[src/rtl/demux_1to4_reg_pkg.sv]
// Shared types and helpers for the one-hot mux/demux family.
package mux_pkg;

  localparam int WIDTH_DEF = 4;
  localparam int NUM_CH    = 4;

  typedef enum logic [1:0] {CH_A, CH_B, CH_C, CH_D} chan_e;

  // Per-channel register occupancy.
  typedef enum logic {ST_EMPTY, ST_FULL} chan_st_e;

  // Exactly one bit set.
  function automatic logic is_onehot4(logic [3:0] sel);
    return (sel != 4'b0000) && ((sel & (sel - 4'd1)) == 4'b0000);
  endfunction

  // Channel index for a one-hot select; non-one-hot values map to CH_A
  // and must be qualified with is_onehot4 by the caller.
  function automatic chan_e sel_to_chan(logic [3:0] sel);
    case (sel)
      4'b0010: return CH_B;
      4'b0100: return CH_C;
      4'b1000: return CH_D;
      default: return CH_A;
    endcase
  endfunction

endpackage

[src/rtl/demux_1to4_reg_if.sv]
// Input handshake, four output channels and error status of demux_1to4_reg.
interface demux_1to4_reg_if #(
  parameter int WIDTH = mux_pkg::WIDTH_DEF,
  parameter int CNT_W = 8
) ();
  logic             in_valid;
  logic             in_ready;
  logic [WIDTH-1:0] in_data;
  logic             sel_a, sel_b, sel_c, sel_d;
  logic [WIDTH-1:0] out_a, out_b, out_c, out_d;
  logic             valid_a, valid_b, valid_c, valid_d;
  logic             ready_a, ready_b, ready_c, ready_d;
  logic             sel_err;
  logic [CNT_W-1:0] drop_cnt;

  modport master (
    output in_valid, in_data, sel_a, sel_b, sel_c, sel_d,
           ready_a, ready_b, ready_c, ready_d,
    input  in_ready, out_a, out_b, out_c, out_d,
           valid_a, valid_b, valid_c, valid_d, sel_err, drop_cnt
  );

  modport slave (
    input  in_valid, in_data, sel_a, sel_b, sel_c, sel_d,
           ready_a, ready_b, ready_c, ready_d,
    output in_ready, out_a, out_b, out_c, out_d,
           valid_a, valid_b, valid_c, valid_d, sel_err, drop_cnt
  );
endinterface

[src/rtl/demux_1to4_reg_chan.sv]
// One-entry valid/ready output register; a write while draining replaces
// the word in place so a channel sustains one word per cycle.
module demux_chan_reg
  import mux_pkg::*;
#(
  parameter int WIDTH = WIDTH_DEF
) (
  input  logic             clk,
  input  logic             rst,
  input  logic             wr,
  input  logic [WIDTH-1:0] wr_data,
  input  logic             rd_ready,
  output logic             valid,
  output logic [WIDTH-1:0] data,
  output logic             can_accept
);
  chan_st_e st, st_nxt;

  // State and data register; data only moves on a write.
  always_ff @(posedge clk) begin
    if (rst) begin
      st   <= ST_EMPTY;
      data <= '0;
    end else begin
      st <= st_nxt;
      if (wr) data <= wr_data;
    end
  end

  // Occupancy transitions.
  always_comb begin
    st_nxt = st;
    case (st)
      ST_EMPTY: if (wr)              st_nxt = ST_FULL;
      ST_FULL:  if (rd_ready && !wr) st_nxt = ST_EMPTY;
      default:                       st_nxt = ST_EMPTY;
    endcase
  end

  assign valid      = (st == ST_FULL);
  assign can_accept = !valid || rd_ready;
endmodule

[src/rtl/demux_1to4_reg.sv]
// Registered 1-to-4 demux: one-hot select steers each accepted word into
// one of four channel registers; illegal selects are swallowed and counted.
module demux_1to4_reg
  import mux_pkg::*;
#(
  parameter int WIDTH = WIDTH_DEF,
  parameter int CNT_W = 8
) (
  input logic          clk,
  input logic          rst,
  demux_1to4_reg_if.slave bus
);
  logic [NUM_CH-1:0]            sel, wr, rd_rdy, vld, can_acc;
  logic [NUM_CH-1:0][WIDTH-1:0] dat;
  logic                         sel_ok, xfer;
  chan_e                        sel_ch;
  logic                         err_q;
  logic [CNT_W-1:0]             cnt_q;

  assign sel    = {bus.sel_d, bus.sel_c, bus.sel_b, bus.sel_a};
  assign rd_rdy = {bus.ready_d, bus.ready_c, bus.ready_b, bus.ready_a};
  assign sel_ok = is_onehot4(sel);
  assign sel_ch = sel_to_chan(sel);

  // Only the selected channel gates the input; illegal words always drain.
  assign bus.in_ready = sel_ok ? can_acc[sel_ch] : 1'b1;
  assign xfer         = bus.in_valid && bus.in_ready;
  assign wr           = {NUM_CH{xfer && sel_ok}} & sel;

  for (genvar i = 0; i < NUM_CH; i++) begin : g_ch
    demux_chan_reg #(.WIDTH(WIDTH)) u_chan (
      .clk        (clk),
      .rst        (rst),
      .wr         (wr[i]),
      .wr_data    (bus.in_data),
      .rd_ready   (rd_rdy[i]),
      .valid      (vld[i]),
      .data       (dat[i]),
      .can_accept (can_acc[i])
    );
  end

  // Sticky error flag and saturating drop counter for illegal selects.
  always_ff @(posedge clk) begin
    if (rst) begin
      err_q <= 1'b0;
      cnt_q <= '0;
    end else if (xfer && !sel_ok) begin
      err_q <= 1'b1;
      if (cnt_q != {CNT_W{1'b1}}) cnt_q <= cnt_q + 1'b1;
    end
  end

  assign bus.out_a    = dat[CH_A];
  assign bus.out_b    = dat[CH_B];
  assign bus.out_c    = dat[CH_C];
  assign bus.out_d    = dat[CH_D];
  assign bus.valid_a  = vld[CH_A];
  assign bus.valid_b  = vld[CH_B];
  assign bus.valid_c  = vld[CH_C];
  assign bus.valid_d  = vld[CH_D];
  assign bus.sel_err  = err_q;
  assign bus.drop_cnt = cnt_q;
endmodule

[src/flat_wrapper.sv]
// flat-port wrapper written by rule: the top's interface ports become plain ports
module demux_1to4_reg_flat import mux_pkg::*;
#(
  parameter int WIDTH = WIDTH_DEF,
  parameter int CNT_W = 8
)
  (clk, rst, bus_in_valid, bus_in_data, bus_sel_a, bus_sel_b, bus_sel_c, bus_sel_d, bus_ready_a, bus_ready_b, bus_ready_c, bus_ready_d, bus_in_ready, bus_out_a, bus_out_b, bus_out_c, bus_out_d, bus_valid_a, bus_valid_b, bus_valid_c, bus_valid_d, bus_sel_err, bus_drop_cnt);
  demux_1to4_reg_if #(.WIDTH(WIDTH), .CNT_W(CNT_W)) bus_i ();
  input logic clk;
  input logic rst;
  input wire logic [$bits(bus_i.in_valid)-1:0] bus_in_valid;
  input wire logic [$bits(bus_i.in_data)-1:0] bus_in_data;
  input wire logic [$bits(bus_i.sel_a)-1:0] bus_sel_a;
  input wire logic [$bits(bus_i.sel_b)-1:0] bus_sel_b;
  input wire logic [$bits(bus_i.sel_c)-1:0] bus_sel_c;
  input wire logic [$bits(bus_i.sel_d)-1:0] bus_sel_d;
  input wire logic [$bits(bus_i.ready_a)-1:0] bus_ready_a;
  input wire logic [$bits(bus_i.ready_b)-1:0] bus_ready_b;
  input wire logic [$bits(bus_i.ready_c)-1:0] bus_ready_c;
  input wire logic [$bits(bus_i.ready_d)-1:0] bus_ready_d;
  output wire logic [$bits(bus_i.in_ready)-1:0] bus_in_ready;
  output wire logic [$bits(bus_i.out_a)-1:0] bus_out_a;
  output wire logic [$bits(bus_i.out_b)-1:0] bus_out_b;
  output wire logic [$bits(bus_i.out_c)-1:0] bus_out_c;
  output wire logic [$bits(bus_i.out_d)-1:0] bus_out_d;
  output wire logic [$bits(bus_i.valid_a)-1:0] bus_valid_a;
  output wire logic [$bits(bus_i.valid_b)-1:0] bus_valid_b;
  output wire logic [$bits(bus_i.valid_c)-1:0] bus_valid_c;
  output wire logic [$bits(bus_i.valid_d)-1:0] bus_valid_d;
  output wire logic [$bits(bus_i.sel_err)-1:0] bus_sel_err;
  output wire logic [$bits(bus_i.drop_cnt)-1:0] bus_drop_cnt;
  assign bus_i.in_valid = bus_in_valid;
  assign bus_i.in_data = bus_in_data;
  assign bus_i.sel_a = bus_sel_a;
  assign bus_i.sel_b = bus_sel_b;
  assign bus_i.sel_c = bus_sel_c;
  assign bus_i.sel_d = bus_sel_d;
  assign bus_i.ready_a = bus_ready_a;
  assign bus_i.ready_b = bus_ready_b;
  assign bus_i.ready_c = bus_ready_c;
  assign bus_i.ready_d = bus_ready_d;
  assign bus_in_ready = bus_i.in_ready;
  assign bus_out_a = bus_i.out_a;
  assign bus_out_b = bus_i.out_b;
  assign bus_out_c = bus_i.out_c;
  assign bus_out_d = bus_i.out_d;
  assign bus_valid_a = bus_i.valid_a;
  assign bus_valid_b = bus_i.valid_b;
  assign bus_valid_c = bus_i.valid_c;
  assign bus_valid_d = bus_i.valid_d;
  assign bus_sel_err = bus_i.sel_err;
  assign bus_drop_cnt = bus_i.drop_cnt;
  demux_1to4_reg #(.WIDTH(WIDTH), .CNT_W(CNT_W)) u_core (.clk(clk), .rst(rst), .bus(bus_i));
endmodule
[config.mk]
export PLATFORM = sky130hd
export DESIGN_NAME = demux_1to4_reg_flat
export DESIGN_NICKNAME = d
export VERILOG_FILES = /design/src/rtl/demux_1to4_reg_pkg.sv /design/src/rtl/demux_1to4_reg_if.sv /design/src/rtl/demux_1to4_reg_chan.sv /design/src/rtl/demux_1to4_reg.sv /design/src/flat_wrapper.sv
export SDC_FILE = /design/constraint.sdc
export NUM_CORES = 1
export LEC_CHECK = 0
export ABC_AREA = 1
export CORE_MARGIN = 3
export CORE_UTILIZATION = 45
export CTS_BUF_LIST = sky130_fd_sc_hd__clkbuf_8
export DETAILED_ROUTE_END_ITERATION = 8
export DONT_BUFFER_PORTS = 1
export GPL_ROUTABILITY_DRIVEN = 0
export HOLD_SLACK_MARGIN = 0.15
export SLEW_MARGIN = 20
export SYNTH_ARGS = -nofsm -noshare
export SYNTH_HDL_FRONTEND = slang
export SYNTH_SLANG_ARGS = --single-unit
[constraint.sdc]
create_clock -name clk -period 2.8 [get_ports clk]
set_input_delay 0.56 -clock clk [delete_from_list [all_inputs] [get_ports clk]]
set_output_delay 0.56 -clock clk [all_outputs]
set_load 0.02 [all_outputs]
== Word-level counts from Yosys, hierarchy flattened ==
Cells that the tools add are included.
W data, S select, Z words.

* Register bits after elaboration: 29
* Input bits: 15
* Output and inout port bits: 30

* Add/subtract/negate cells: 2
* Order comparisons: 1
* Bitwise logic cells: 6
* Muxes and demuxes: 16
* Reduce and logical (&&, ||, !) cells: 24
* Eq/ne operators: 4

{| class="wikitable"
|+ Operators by type and width
! cell !! count
|-
| $mux W1 || 10
|-
| $logic_not A1 Y1 || 9
|-
| $add A8 B1 Y8 const B || 1
|-
| $and A4 B4 Y4 || 2
|-
| $logic_and A1 B1 Y1 || 8
|-
| $ne A8 B8 Y1 const B || 1
|-
| $pmux W1 S2 || 4
|-
| $pmux W2 S3 || 1
|-
| $eq A4 B2 Y1 const B || 1
|-
| $eq A4 B3 Y1 const B || 1
|-
| $eq A4 B4 Y1 const B || 1
|-
| $logic_not A4 Y1 || 1
|-
| $logic_or A1 B1 Y1 || 4
|-
| $not A1 Y1 || 4
|-
| $reduce_bool A4 Y1 || 1
|-
| $sub A4 B1 Y4 const B || 1
|-
| $lt A2 B3 Y1 const B || 1
|-
| $bmux W1 S2 || 1
|-
| $reduce_and A2 Y1 || 1
|}

== Depth between registers and ports, before layout ==
Gate-level depths: netlist (run 1).

* Depth after elaboration: 12
* Depth in mapped cells: 12
* Gate-level depth less buffers: 10

== Cells and area by module ==
A second synthesis (run 1) with hierarchy kept.

* Cells, all modules: 193
* Area, all modules: 1378.8 um^2

{| class="wikitable"
|+ By module, submodules not included
! module !! area each (um^2) !! times used !! cells an instance
|-
| demux_chan_reg || 173.9 || 4 || 22
|-
| demux_1to4_reg || 683.2 || 1 || 105
|}

== Worst setup path before layout (run 1) ==
OpenSTA, ideal clock, no wires.

* Path kind: input to output
* Start: input port bus_sel_a
* End: output port bus_in_ready
* Buffers on the path: 1
* Slack: 989 ps
* Arrival: 1251 ps
* Required time: 2240 ps
* Stages: 6
* Cells stage by stage: buf_4 -> nor2_4 -> nand3_2 -> nand2_1 -> nand3_1 -> nand3_1

* Longest elaborated chain between the ends: 5

{| class="wikitable"
|+ Ends and longest elaborated chain
! what !! line !! source
|-
| from (decl) || flat_wrapper.sv:13 || <nowiki>input wire logic [$bits(bus_i.sel_a)-1:0] bus_sel_a;</nowiki>
|-
| $sub A4 B1 Y4 (tied with other cells) || demux_1to4_reg_pkg.sv:14 || <nowiki>return (sel != 4'b0000) && ((sel & (sel - 4'd1)) == 4'b0000);</nowiki>
|-
| $and A4 B4 Y4 or $pmux W2 S3 (tied branches) || demux_1to4_reg_pkg.sv:14, demux_1to4_reg_pkg.sv:20 ||
|-
| $logic_not A4 Y1 or $bmux W1 S2 (tied branches) || demux_1to4_reg_pkg.sv:14, demux_1to4_reg.sv:26 ||
|-
| $logic_and A1 B1 Y1 or $mux W1 (tied branches) || demux_1to4_reg_pkg.sv:14, demux_1to4_reg.sv:26 ||
|-
| $mux W1 (*) || demux_1to4_reg.sv:26 || <nowiki>assign bus.in_ready = sel_ok ? can_acc[sel_ch] : 1'b1;</nowiki>
|-
| to (decl) || flat_wrapper.sv:21 || <nowiki>output wire logic [$bits(bus_i.in_ready)-1:0] bus_in_ready;</nowiki>
|}

Mark *: on every way between the ends. The rest lies on a longest branch, timed or not. The select of a mux whose other input is x is not followed.

== Worst setup path in the final report (run 1) ==
* Start: register u_core.g_ch[1].u_chan.st
* End: output port bus_in_ready

* Longest elaborated chain between the ends: 5

{| class="wikitable"
|+ Ends and longest elaborated chain
! what !! line !! source
|-
| from (decl) || demux_1to4_reg_chan.sv:17 || <nowiki>chan_st_e st, st_nxt;</nowiki>
|-
| from (signal assigned) || demux_1to4_reg_chan.sv:25 || <nowiki>st <= st_nxt;</nowiki>
|-
| $logic_not A1 Y1 || demux_1to4_reg_chan.sv:41 || <nowiki>assign can_accept = !valid || rd_ready;</nowiki>
|-
| $logic_or A1 B1 Y1 || demux_1to4_reg_chan.sv:41 ||
|-
| $bmux W1 S2 || demux_1to4_reg.sv:26 ||
|-
| $mux W1 (implied by the code) || demux_1to4_reg.sv:26 ||
|-
| $mux W1 || demux_1to4_reg.sv:26 ||
|}

Every way passes these cells. The select of a mux whose other input is x is not followed.

==> results.py, run 1 <==
metrics = {
    "grt": {
        "antenna_found_initial": 0,
        "grt-ovfl-total": 0,
        "grt_first_pass_wirelength_mm": 5.326,
        "via_count_of_the_first_global_routing_pass": 1152,
        "grt_start_max_net_pins": 23,
        "aggregate_global_route_resource_usage_pct": 15.98,
    },
    "routing": {
        "antenna_left": 0,
        "detailedRoute.firstPassIterationCount": 4,
        "wl_mm": 3.208,
        "post_drt_wl_per_cell_um": 11.75,
        "routed_via_density": 4.766,
        "post-route-drc-count": 0,
        "initialDrtViolationCount": 115,
        "detailroute.via_count": 1301,
    },
    "worst_setup_path": {
        "critical-path-top-cell-by-count": "sky130_fd_sc_hd__nand3_1",
        "worstPathArrival_ns": 1.37,
        "setup.worst_path.start_class": "flip-flop",
        "slowest_stage": "sky130_fd_sc_hd__dfxtp_1",
        "worst_setup_path_end_kind": "output port",
        "cp_data_required_time_ns": 2.24,
        "timing_worst_setup_path_type": "reg2out",
        "worstPathCellList": "inv_1 -> nor2_1 -> nand4_1 -> nand3_1 -> nand3_1",
        "biggest_fanout_along_the_worst_timing_path": 2,
        "slowest_delay_ns": 0.44,
    },
    "cts": {
        "clock_tree.htree_level_count": 2,
        "clock_path_buffers": 2,
        "tritoncts_clock_tree": "built",
        "post_cts.repair.setup_buffers": 0,
        "number_of_buffers_inserted_for_hold_repair_after_clock_tree_synthesis": 0,
        "numClockSinks": 29,
        "post_cts_resize_count": 0,
        "cts.clk_slew.worst_paths_ns": 0.06,
        "clock-root-buffer": "sky130_fd_sc_hd__clkbuf_8",
        "cts_buffers": 5,
        "clk_latency_worst_skew_pair_ns": 0.28,
    },
    "die": {
        "core_area_sq_mm": 0.003442,
        "design.portCount": 45,
        "floorplan.initialDensity_pct": 47.84,
        "core.rowCount": 21,
        "chipHeight_um": 66.49,
        "die_width_um": 66.49,
        "die_area_sq_mm": 0.004421,
    },
    "finish": {
        "number_of_diodes_added_for_antenna_fixing": 0,
        "final_layout_size_suffix_gt1_share_pct": 13.66,
        "fill_cells": 364,
        "fin_nets": 242,
        "syn_to_final_growth_pct": 3.267,
        "finalCoreUtilization_pct": 49.40,
    },
    "timing": {
        "final-max-slew-violation-count": 0,
        "fmax_mhz": 516.9,
        "post-route-period-util_pct": 69.09,
        "period_minus_slack_ns": 1.935,
        "fin_skew_ns": 0.002599,
        "tightest_slew_ns": 0.6427,
        "final_number_of_setup_violating_endpoints": 0,
        "final-hold-violation-count": 0,
        "setup_total_negative_slack_ns": 0,
        "grt_setup_unrepaired": "false",
        "worst_slew_slack_as_a_fraction_of_its_limit_pct": 57.11,
    },
    "power_and_ir_drop": {
        "netSwitchingFraction_pct": 28.26,
        "internal_power_w": 0.0006294,
        "powerDensity_mw_per_mm2": 515.9,
        "power_switching_w": 0.0002479,
        "sequentialPowerShare_pct": 52.1,
        "vdd_ir_drop_max_v": 0.0003199,
        "leakagePower_nw": 0.7220,
        "power_frac_clock_pct": 36.8,
        "part_of_the_total_power_dissipated_in_combinational_logic_pct": 11.1,
    },
    "yosys": {
        "dominantRegCellSynth": "sky130_fd_sc_hd__dfxtp_1",
        "postSynthRegisterBits": 29,
        "syn_area_sq_mm": 0.001647,
        "synth_cell_types": 29,
        "synth_async_sr_flop_share_pct": 0,
        "avgSynthCellArea_sq_um": 7.190,
        "netlist_instances": 229,
        "synthesis.yosys.warnings": 0,
        "synth_enable_flop_cells": 0,
        "synth.yosys.seq_area_share_pct": 35.26,
        "synth_fp_nets": 245,
    },
    "outcome": {
        "run_status": "completed",
    },
    "run": {
        "max_cap_viol_count": 0,
    },
    "place": {
        "dp_hpwl_mm": 2.376,
        "placement.io_buffers": 0,
    },
    "min_path": {
        "worstHoldPathType": "in2reg",
    },
}
## stage by stage
| step | total power (W) | instances | instance area, sq um | worst slack [ns] | hold WS [ns] |
|---|---|---|---|---|---|
| after floorplan | 0.0005684 | 229 | 1647 | 0.9889 | 0.5628 |
| after global placement | 0.0005641 | 265 | 1618 | 1.038 | 0.5834 |
| after detailed placement | 0.0005647 | 265 | 1618 | 1.025 | 0.5832 |
| after CTS | 0.0008925 | 273 | 1700 | 0.8198 | 0.3336 |
| after global routing | 0.0009312 | 273 | 1700 | 0.6735 | 0.3313 |
| final | 0.0008773 | 273 | 1700 | 0.8654 | 0.3438 |
## cell type report
| type | instances | area, sq um | area share [%] |
|---|---|---|---|
| clock inverter | 3 | 13.76 | 0.8094 |
| timing repair buffer | 1 | 7.507 | 0.4415 |
| sequential | 29 | 580.6 | 34.14 |
| clock buffer | 5 | 68.82 | 4.047 |
| inverter | 53 | 198.9 | 11.70 |
| multi-input combinational | 136 | 773.2 | 45.47 |
| tap | 46 | 57.56 | 3.385 |
## power by group through the flow
stage | sequential, W | combinational, W | clock (W)
after floorplan | 0.000464 | 0.000105 | 0
after global placement | 0.000466 | 0.0000977 | 0
after detailed placement | 0.000467 | 0.0000980 | 0
after CTS | 0.000457 | 0.0000985 | 0.000337
after global routing | 0.000458 | 0.000113 | 0.000360
final | 0.000457 | 0.0000977 | 0.000323
## state kept, by name, indices dropped and copies added, names as in the netlist
name / cells
u_core.bus.sel_err: 1
u_core.g_ch.u_chan.valid: 4
u_core.bus.drop_cnt: 8
u_core.g_ch.u_chan.data: 16
## layout by cell type, fill, tap and decap left out, types with 2 or more instances in the layout
cell type                  count
sky130_fd_sc_hd__dfxtp_1      29
sky130_fd_sc_hd__o21ai_1       4
sky130_fd_sc_hd__nand3_1       7
sky130_fd_sc_hd__a21oi_1       9
sky130_fd_sc_hd__nand2_1      45
sky130_fd_sc_hd__clkinv_2      2
sky130_fd_sc_hd__clkbuf_8      5
sky130_fd_sc_hd__nand2_2       3
sky130_fd_sc_hd__nand3_4       5
sky130_fd_sc_hd__inv_1        50
sky130_fd_sc_hd__a31oi_1       2
sky130_fd_sc_hd__nand4_1      19
sky130_fd_sc_hd__nor2_4        3
sky130_fd_sc_hd__nand3_2       4
sky130_fd_sc_hd__inv_2         4
sky130_fd_sc_hd__nor2_1       26
## critical path: cells and delay by family, from the launching register on
kind                   cells  cell delay [ns]
AND/OR/NAND/NOR            4             0.59
buffers and inverters      1             0.06
flip-flops                 1             0.44
## final timing paths
| path | startpoint | end | slack [ns] | cells after the start |
|---|---|---|---|---|
| setup / recovery | u_core.g_ch[1].u_chan.valid$_SDFF_PP0_ | bus_in_ready | 0.87 | 5 |
| hold / removal | rst | u_core.bus.drop_cnt[1]$_SDFFE_PP0P_ | 0.34 | 1 |
| setup reg to reg | u_core.bus.drop_cnt[0]$_SDFFE_PP0P_ | u_core.bus.drop_cnt[6]$_SDFFE_PP0P_ | 1.04 | 7 |
| hold reg to reg | u_core.bus.drop_cnt[1]$_SDFFE_PP0P_ | u_core.bus.drop_cnt[1]$_SDFFE_PP0P_ | 0.59 | 2 |
## per-layer routing
| metal | wire, um | global-route usage (%) | up-vias |
|---|---|---|---|
| met5 | 0 | 0 | - |
| met2 | 1349 | 23.05 | 46 |
| li1 | - | - | 701 |
| met3 | 325 | 6.577 | 6 |
| met1 | 1491 | 21.36 | 548 |
| met4 | 42 | 5.330 | 0 |
## cell usage after synthesis (2+ instances only)
| cell type | instances | area share (%) |
|---|---|---|
| sky130_fd_sc_hd__nand2_2 | 3 | 1.1 |
| sky130_fd_sc_hd__inv_2 | 4 | 0.91 |
| sky130_fd_sc_hd__nor2_4 | 3 | 2.1 |
| sky130_fd_sc_hd__inv_1 | 49 | 11 |
| sky130_fd_sc_hd__nand3_2 | 4 | 2.4 |
| sky130_fd_sc_hd__a31oi_1 | 2 | 0.76 |
| sky130_fd_sc_hd__o21ai_1 | 4 | 1.2 |
| sky130_fd_sc_hd__nand3_4 | 5 | 5.3 |
| sky130_fd_sc_hd__nand2_1 | 45 | 10 |
| sky130_fd_sc_hd__dfxtp_1 | 29 | 35 |
| sky130_fd_sc_hd__nand3_1 | 7 | 2.1 |
| sky130_fd_sc_hd__buf_6 | 4 | 2.7 |
| sky130_fd_sc_hd__nand4_1 | 19 | 7.2 |
| sky130_fd_sc_hd__buf_2 | 2 | 0.61 |
| sky130_fd_sc_hd__a21oi_1 | 9 | 2.7 |
| sky130_fd_sc_hd__clkbuf_1 | 2 | 0.46 |
| sky130_fd_sc_hd__nor2_1 | 26 | 5.9 |
## kinds of logic (layout without fill, tap and decap cells)
family | Yosys count | count (layout) | synth area share [%]
buffers and inverters | 64 | 62 | 17.78
AOI/OAI and AO/OA | 17 | 17 | 5.699
and+or+nand+nor | 116 | 116 | 39.44
DFF | 29 | 29 | 35.26
xor gates and xnor gates | 2 | 2 | 1.064
adders and majority gates | 1 | 1 | 0.7598
Power figures use the tool's default switching activity.
==> run 2, diff against run 1 <==
- clock period: 2.8 -> 1.9 ns (I/O delays scaled with it)
==> run 2 against run 1 <==
Against the previous run: routed wire length up 10%; worst hold slack worse by 0.18 ns; critical path depth unchanged; final area up 5.2%; via count up 4.2%; power up 50%; die area unchanged; highest routed layer unchanged; critical endpoint unchanged; sequential power up 45%.
==> results.py, run 2 (synthesis gave the netlist of run 1 again) <==
metrics = {
    "outcome": {
        "run_status": "completed",
    },
    "cts": {
        "post_cts.repair.setup_buffers": 0,
        "number_of_buffers_inserted_for_hold_repair_after_clock_tree_synthesis": 1,
        "clk_latency_worst_skew_pair_ns": 0.28,
        "clock_tree.htree_level_count": 2,
        "clock_path_buffers": 2,
        "cts_buffers": 5,
        "numClockSinks": 29,
        "post_cts_resize_count": 0,
        "clock-root-buffer": "sky130_fd_sc_hd__clkbuf_8",
        "cts.clk_slew.worst_paths_ns": 0.06,
        "tritoncts_clock_tree": "built",
    },
    "timing": {
        "grt_setup_unrepaired": "false",
        "setup_total_negative_slack_ns": 0,
        "fin_skew_ns": 0.003137,
        "final_number_of_setup_violating_endpoints": 0,
        "final-hold-violation-count": 0,
        "fmax_mhz": 589.3,
        "post-route-period-util_pct": 89.31,
        "tightest_slew_ns": 0.7031,
        "worst_slew_slack_as_a_fraction_of_its_limit_pct": 53.07,
        "final-max-slew-violation-count": 0,
        "period_minus_slack_ns": 1.697,
    },
    "routing": {
        "post-route-drc-count": 0,
        "wl_mm": 3.536,
        "antenna_left": 0,
        "routed_via_density": 4.775,
        "detailedRoute.firstPassIterationCount": 4,
        "post_drt_wl_per_cell_um": 12.45,
        "initialDrtViolationCount": 92,
        "detailroute.via_count": 1356,
    },
    "die": {
        "core_area_sq_mm": 0.003442,
        "die_width_um": 66.49,
        "die_area_sq_mm": 0.004421,
        "design.portCount": 45,
        "core.rowCount": 21,
        "floorplan.initialDensity_pct": 47.84,
        "chipHeight_um": 66.49,
    },
    "power_and_ir_drop": {
        "part_of_the_total_power_dissipated_in_combinational_logic_pct": 12.8,
        "internal_power_w": 0.0009375,
        "leakagePower_nw": 0.7789,
        "power_switching_w": 0.0003800,
        "netSwitchingFraction_pct": 28.84,
        "powerDensity_mw_per_mm2": 736.8,
        "power.total_w": 0.001317,
        "vdd_ir_drop_max_v": 0.0004396,
        "sequentialPowerShare_pct": 50.4,
        "power_frac_clock_pct": 36.8,
    },
    "grt": {
        "grt_start_max_net_pins": 23,
        "met3_usage_pct": 8.600,
        "grtUsageMet1_pct": 23.61,
        "groute.layer.met2.usage_pct": 23.17,
        "via_count_of_the_first_global_routing_pass": 1129,
        "gr-max-usage-layer": "met1",
        "antenna_found_initial": 0,
        "grt_first_pass_wirelength_mm": 5.727,
        "aggregate_global_route_resource_usage_pct": 17.22,
        "grt-ovfl-total": 0,
    },
    "worst_setup_path": {
        "critical-path-top-cell-by-count": "sky130_fd_sc_hd__nand3_1",
        "slowest_stage": "sky130_fd_sc_hd__dfxtp_1",
        "number_of_cells_on_the_worst_reg_to_reg_path": 8,
        "setup.worst_path.start_class": "flip-flop",
        "cp_data_required_time_ns": 1.52,
        "biggest_fanout_along_the_worst_timing_path": 2,
        "slowest_delay_ns": 0.33,
        "timing_worst_setup_path_type": "reg2out",
        "worstPathArrival_ns": 1.32,
        "worst_setup_path_end_kind": "output port",
        "worstPathCellList": "inv_1 -> nor2_1 -> nand4_1 -> nand3_1 -> nand3_1",
    },
    "finish": {
        "largest_register_ffs": 16,
        "max_flop_register": "u_core.g_ch.u_chan.data",
        "fin_nets": 253,
        "fill_cells": 365,
        "finalCoreUtilization_pct": 51.94,
        "final_layout_size_suffix_gt1_share_pct": 16.81,
        "layout.cells.most_common_list": "50 x sky130_fd_sc_hd__inv_1, 45 x sky130_fd_sc_hd__nand2_1, 29 x sky130_fd_sc_hd__dfxtp_1",
        "final_common_cell": "sky130_fd_sc_hd__inv_1",
        "number_of_diodes_added_for_antenna_fixing": 0,
        "syn_to_final_growth_pct": 8.586,
    },
    "place": {
        "dp_hpwl_mm": 2.472,
        "placement.io_buffers": 0,
    },
    "min_path": {
        "min_path_cells": 1,
        "worstHoldPathType": "in2reg",
    },
    "run": {
        "max_cap_viol_count": 0,
    },
}
-- run 2: changes by cell type in the layout (fill, tap and decap cells not counted), sizes merged --
cell | before | now
dlygate4sd3 | 0 | 2
buf | 1 | 10
-- run 2: worst paths after layout --
| path | startpoint | to | slack [ns] |
|---|---|---|---|
| worst max-delay path | u_core.g_ch[1].u_chan.valid$_SDFF_PP0_ | bus_in_ready | 0.20 |
| worst min-delay path | rst | u_core.bus.drop_cnt[7]$_SDFFE_PP0P_ | 0.16 |
| worst max register to register | u_core.bus.drop_cnt[0]$_SDFFE_PP0P_ | u_core.bus.drop_cnt[3]$_SDFFE_PP0P_ | 0.36 |
| worst min register to register | u_core.g_ch[3].u_chan.valid$_SDFF_PP0_ | u_core.g_ch[3].u_chan.valid$_SDFF_PP0_ | 0.55 |
-- run 2: per-layer routing --
| layer | vias to the layer above | share of wire (%) |
|---|---|---|
| li1 | 721 | - |
| met1 | 594 | 47 |
| met2 | 35 | 43 |
| met3 | 6 | 7.7 |
| met4 | 0 | 1.6 |
| met5 | - | 0 |
-- run 2: power by group through the flow --
| stage | Sequential (W) | Clock (W) | Combinational, W |
|---|---|---|---|
| CTS | 0.000664 | 0.000503 | 0.000168 |
| detailed placement | 0.000678 | 0 | 0.000164 |
| global placement | 0.000677 | 0 | 0.000162 |
| global route | 0.000666 | 0.000532 | 0.000191 |
| floorplan | 0.000684 | 0 | 0.000154 |
| finish | 0.000663 | 0.000485 | 0.000169 |
-- run 2: metrics by stage --
stage | hold WS (ns) | instance area, sq um | setup slack [ns] | instances
finish | 0.1626 | 1788 | 0.2031 | 284
floorplan | 0.5542 | 1647 | 0.3279 | 229
CTS | 0.1506 | 1778 | 0.1954 | 283
global placement | 0.4515 | 1685 | 0.3427 | 274
global route | 0.1499 | 1788 | 0.08683 | 284
detailed placement | 0.4529 | 1685 | 0.3091 | 274
-- run 2: final cells by class --
cell class | count | area, sq um | share of cell area, %
multi-input cells | 136 | 773.2 | 43.25
flip-flops and latches | 29 | 580.6 | 32.47
inverters | 53 | 198.9 | 11.13
repair buffers | 12 | 95.09 | 5.318
clock buffers | 5 | 68.82 | 3.849
well taps | 46 | 57.56 | 3.219
clock inverters | 3 | 13.76 | 0.7698
-- run 2: worst max-delay path, delay by kind of cell (launching register included) --
family,cells,cell delay (ns)
buffers and inverters,1,0.04
and+or+nand+nor,4,0.66
DFF,1,0.33
==> run 3, diff against run 2 <==
- CTS_BUF_LIST: sky130_fd_sc_hd__clkbuf_8 -> sky130_fd_sc_hd__clkbuf_16
- clock period: 1.9 -> 1.58 ns (I/O delays scaled with it)
==> run 3 against run 2 <==
Against the previous run: worst hold slack gained 0.061 ns; final cell count is 2.1% higher; global-route usage is 0.57 points higher; sequential share of layout area fell by 2.4 points; via count is 1.8% higher; clock power is 77% higher; largest cell class unchanged.
==> results.py, run 3 (synthesis gave the netlist of run 1 again) <==
metrics = {
    "worst_setup_path": {
        "worst_r2r_startpoint": "u_core.bus.drop_cnt[0]$_SDFFE_PP0P_",
        "slowest_stage": "sky130_fd_sc_hd__dfxtp_1",
        "worst_setup_path_end_kind": "output port",
        "setup.worst_path.start_class": "flip-flop",
        "ff2ff_setup_slack_ns": 0.10,
        "biggest_fanout_along_the_worst_timing_path": 2,
        "slowest_delay_ns": 0.32,
        "number_of_cells_on_the_worst_reg_to_reg_path": 7,
        "worstPathArrival_ns": 1.17,
        "critical_path.reg2reg.endpoint": "u_core.bus.drop_cnt[7]$_SDFFE_PP0P_",
        "critPathBufInv": 1,
        "cp_data_required_time_ns": 1.26,
        "critPathTopFamily": "simple AND/OR/NAND/NOR gates",
        "timing_worst_setup_path_type": "reg2out",
        "worstPathCellList": "inv_1 -> nor2_1 -> nand4_1 -> nand3_2 -> nand3_4",
    },
    "timing": {
        "final.setup.worst_slack_ns": 0.09382,
        "fmax_mhz": 672.9,
        "final-hold-violation-count": 0,
        "final_number_of_setup_violating_endpoints": 0,
        "final-max-slew-violation-count": 0,
        "worst_slew_slack_as_a_fraction_of_its_limit_pct": 77.06,
        "period_minus_slack_ns": 1.486,
        "tightest_slew_ns": 0.3429,
        "fin_skew_ns": 0.001121,
        "post-route-period-util_pct": 94.06,
    },
    "finish": {
        "final_common_cell": "sky130_fd_sc_hd__inv_1",
        "multi_input_gate_area_in_the_final_layout_sq_um": 820.8,
        "syn_to_final_growth_pct": 17.33,
        "final_area_sq_mm": 0.001932,
        "regArea_sq_um": 580.6,
        "largest_register_ffs": 16,
        "final_layout_size_suffix_gt1_share_pct": 19.67,
        "layout.cells.most_common_list": "52 x sky130_fd_sc_hd__inv_1, 45 x sky130_fd_sc_hd__nand2_1, 29 x sky130_fd_sc_hd__dfxtp_1",
        "number_of_diodes_added_for_antenna_fixing": 0,
        "fill_cells": 333,
        "max_flop_register": "u_core.g_ch.u_chan.data",
        "finalCoreUtilization_pct": 56.13,
        "fin_nets": 259,
    },
    "routing": {
        "initialDrtViolationCount": 50,
        "post-route-drc-count": 0,
        "routed_via_density": 4.762,
        "antenna_left": 0,
        "post_drt_wl_per_cell_um": 12.25,
        "wl_mm": 3.552,
        "detailroute.via_count": 1381,
        "detailedRoute.firstPassIterationCount": 4,
    },
    "place": {
        "dp_hpwl_mm": 2.591,
        "dpl_cell_area_sq_mm": 0.001730,
        "placement.io_buffers": 0,
        "dp_slack_ns": 0.05821,
    },
    "power_and_ir_drop": {
        "power.total_w": 0.001875,
        "vdd_ir_drop_max_v": 0.0005165,
        "powerDensity_mw_per_mm2": 970.7,
        "leakagePower_nw": 0.8715,
    },
    "die": {
        "die_width_um": 66.49,
        "core.rowCount": 21,
        "design.portCount": 45,
        "chipHeight_um": 66.49,
        "core_area_sq_mm": 0.003442,
        "floorplan.initialDensity_pct": 47.84,
        "die_area_sq_mm": 0.004421,
    },
    "grt": {
        "grt_first_pass_wirelength_mm": 5.809,
        "antenna_found_initial": 0,
        "via_count_of_the_first_global_routing_pass": 1238,
        "aggregate_global_route_resource_usage_pct": 17.79,
        "grt_start_max_net_pins": 21,
        "grt-ovfl-total": 0,
    },
    "outcome": {
        "run_status": "completed",
    },
    "cts": {
        "clock-root-buffer": "sky130_fd_sc_hd__clkbuf_16",
        "clock_path_buffers": 2,
        "cts_buffers": 5,
        "cts.clk_slew.worst_paths_ns": 0.05,
        "clk_latency_worst_skew_pair_ns": 0.27,
        "tritoncts_clock_tree": "built",
        "clock_tree.htree_level_count": 2,
        "numClockSinks": 29,
    },
    "run": {
        "max_cap_viol_count": 0,
    },
    "min_path": {
        "worstHoldPathType": "in2reg",
        "hold_end": "u_core.g_ch[1].u_chan.valid$_SDFF_PP0_",
        "source_of_the_worst_hold_timing_path": "bus_ready_b",
        "min_path_cells": 3,
    },
}
## run 3: cell types whose count changed in the layout (fill, tap and decap cells not counted), sizes merged
cell | before | now
buf | 10 | 17
dlygate4sd3 | 2 | 1
clkinv | 2 | 0
inv | 54 | 56
## run 3: metrics by stage
| stage | setup TNS, ns | hold slack [ns] | cells |
|---|---|---|---|
| final | 0 | 0.2239 | 290 |
| after global routing | -0.01740 | 0.2358 | 290 |
| after CTS | 0 | 0.2203 | 289 |
| after detailed placement | 0 | 0.3883 | 280 |
| after global placement | 0 | 0.3883 | 280 |
| after floorplan | 0 | 0.4902 | 229 |
## run 3: worst max-delay path by stage
stage	depth (start not counted)	startpoint	to
6_report	5	u_core.g_ch[3].u_chan.valid$_SDFF_PP0_	bus_in_ready
5_1_grt	7	u_core.bus.drop_cnt[0]$_SDFFE_PP0P_	u_core.bus.drop_cnt[1]$_SDFFE_PP0P_
4_1_cts	7	u_core.bus.drop_cnt[0]$_SDFFE_PP0P_	u_core.bus.drop_cnt[7]$_SDFFE_PP0P_
3_5_place_dp	9	bus_sel_c	u_core.g_ch[2].u_chan.data[0]$_SDFFE_PP0P_
3_3_place_gp	9	u_core.g_ch[1].u_chan.valid$_SDFF_PP0_	u_core.g_ch[0].u_chan.data[3]$_SDFFE_PP0P_
2_1_floorplan	8	u_core.bus.drop_cnt[1]$_SDFFE_PP0P_	u_core.bus.drop_cnt[3]$_SDFFE_PP0P_
## run 3: timing repair
action	CTS	global route
gates cloned	0	0
endpoints found under the hold margin	7	0
resized for setup	2	6
pin swaps	0	1
hold buffers	1	0
endpoints found under the setup margin	1	27
buffers inserted	0	1
## run 3: worst reg2reg max path: cells and delay by family (launching register included)
kind	cells	cell delay (ns)
AO/OA/AOI/OAI	1	0.13
adder cells (fa/ha/maj)	1	0.17
flip-flops	1	0.33
AND/OR/NAND/NOR	5	0.78
## run 3: area by class of cell
cell class                 instances  area share, %
clock buffer                       5          6.477
clock inverter                     3         0.5829
inverter                          53          10.30
multi-input combinational        136          42.49
sequential                        29          30.05
tap                               46          2.979
timing repair buffer              18          7.124
## run 3: per-layer routing
metal / wire [um] / GRT usage [%] / vias to the layer above
met5: 0 / 0 / -
met4: 64 / 7.614 / 0
met3: 343 / 8.432 / 6
met2: 1550 / 26.02 / 40
met1: 1594 / 22.13 / 600
li1: - / - / 735
## run 3: power by group
part	switching, W	internal (W)
Clock	0.000296	0.000562
Sequential	0.0000398	0.000761
Combinational	0.000139	0.0000775
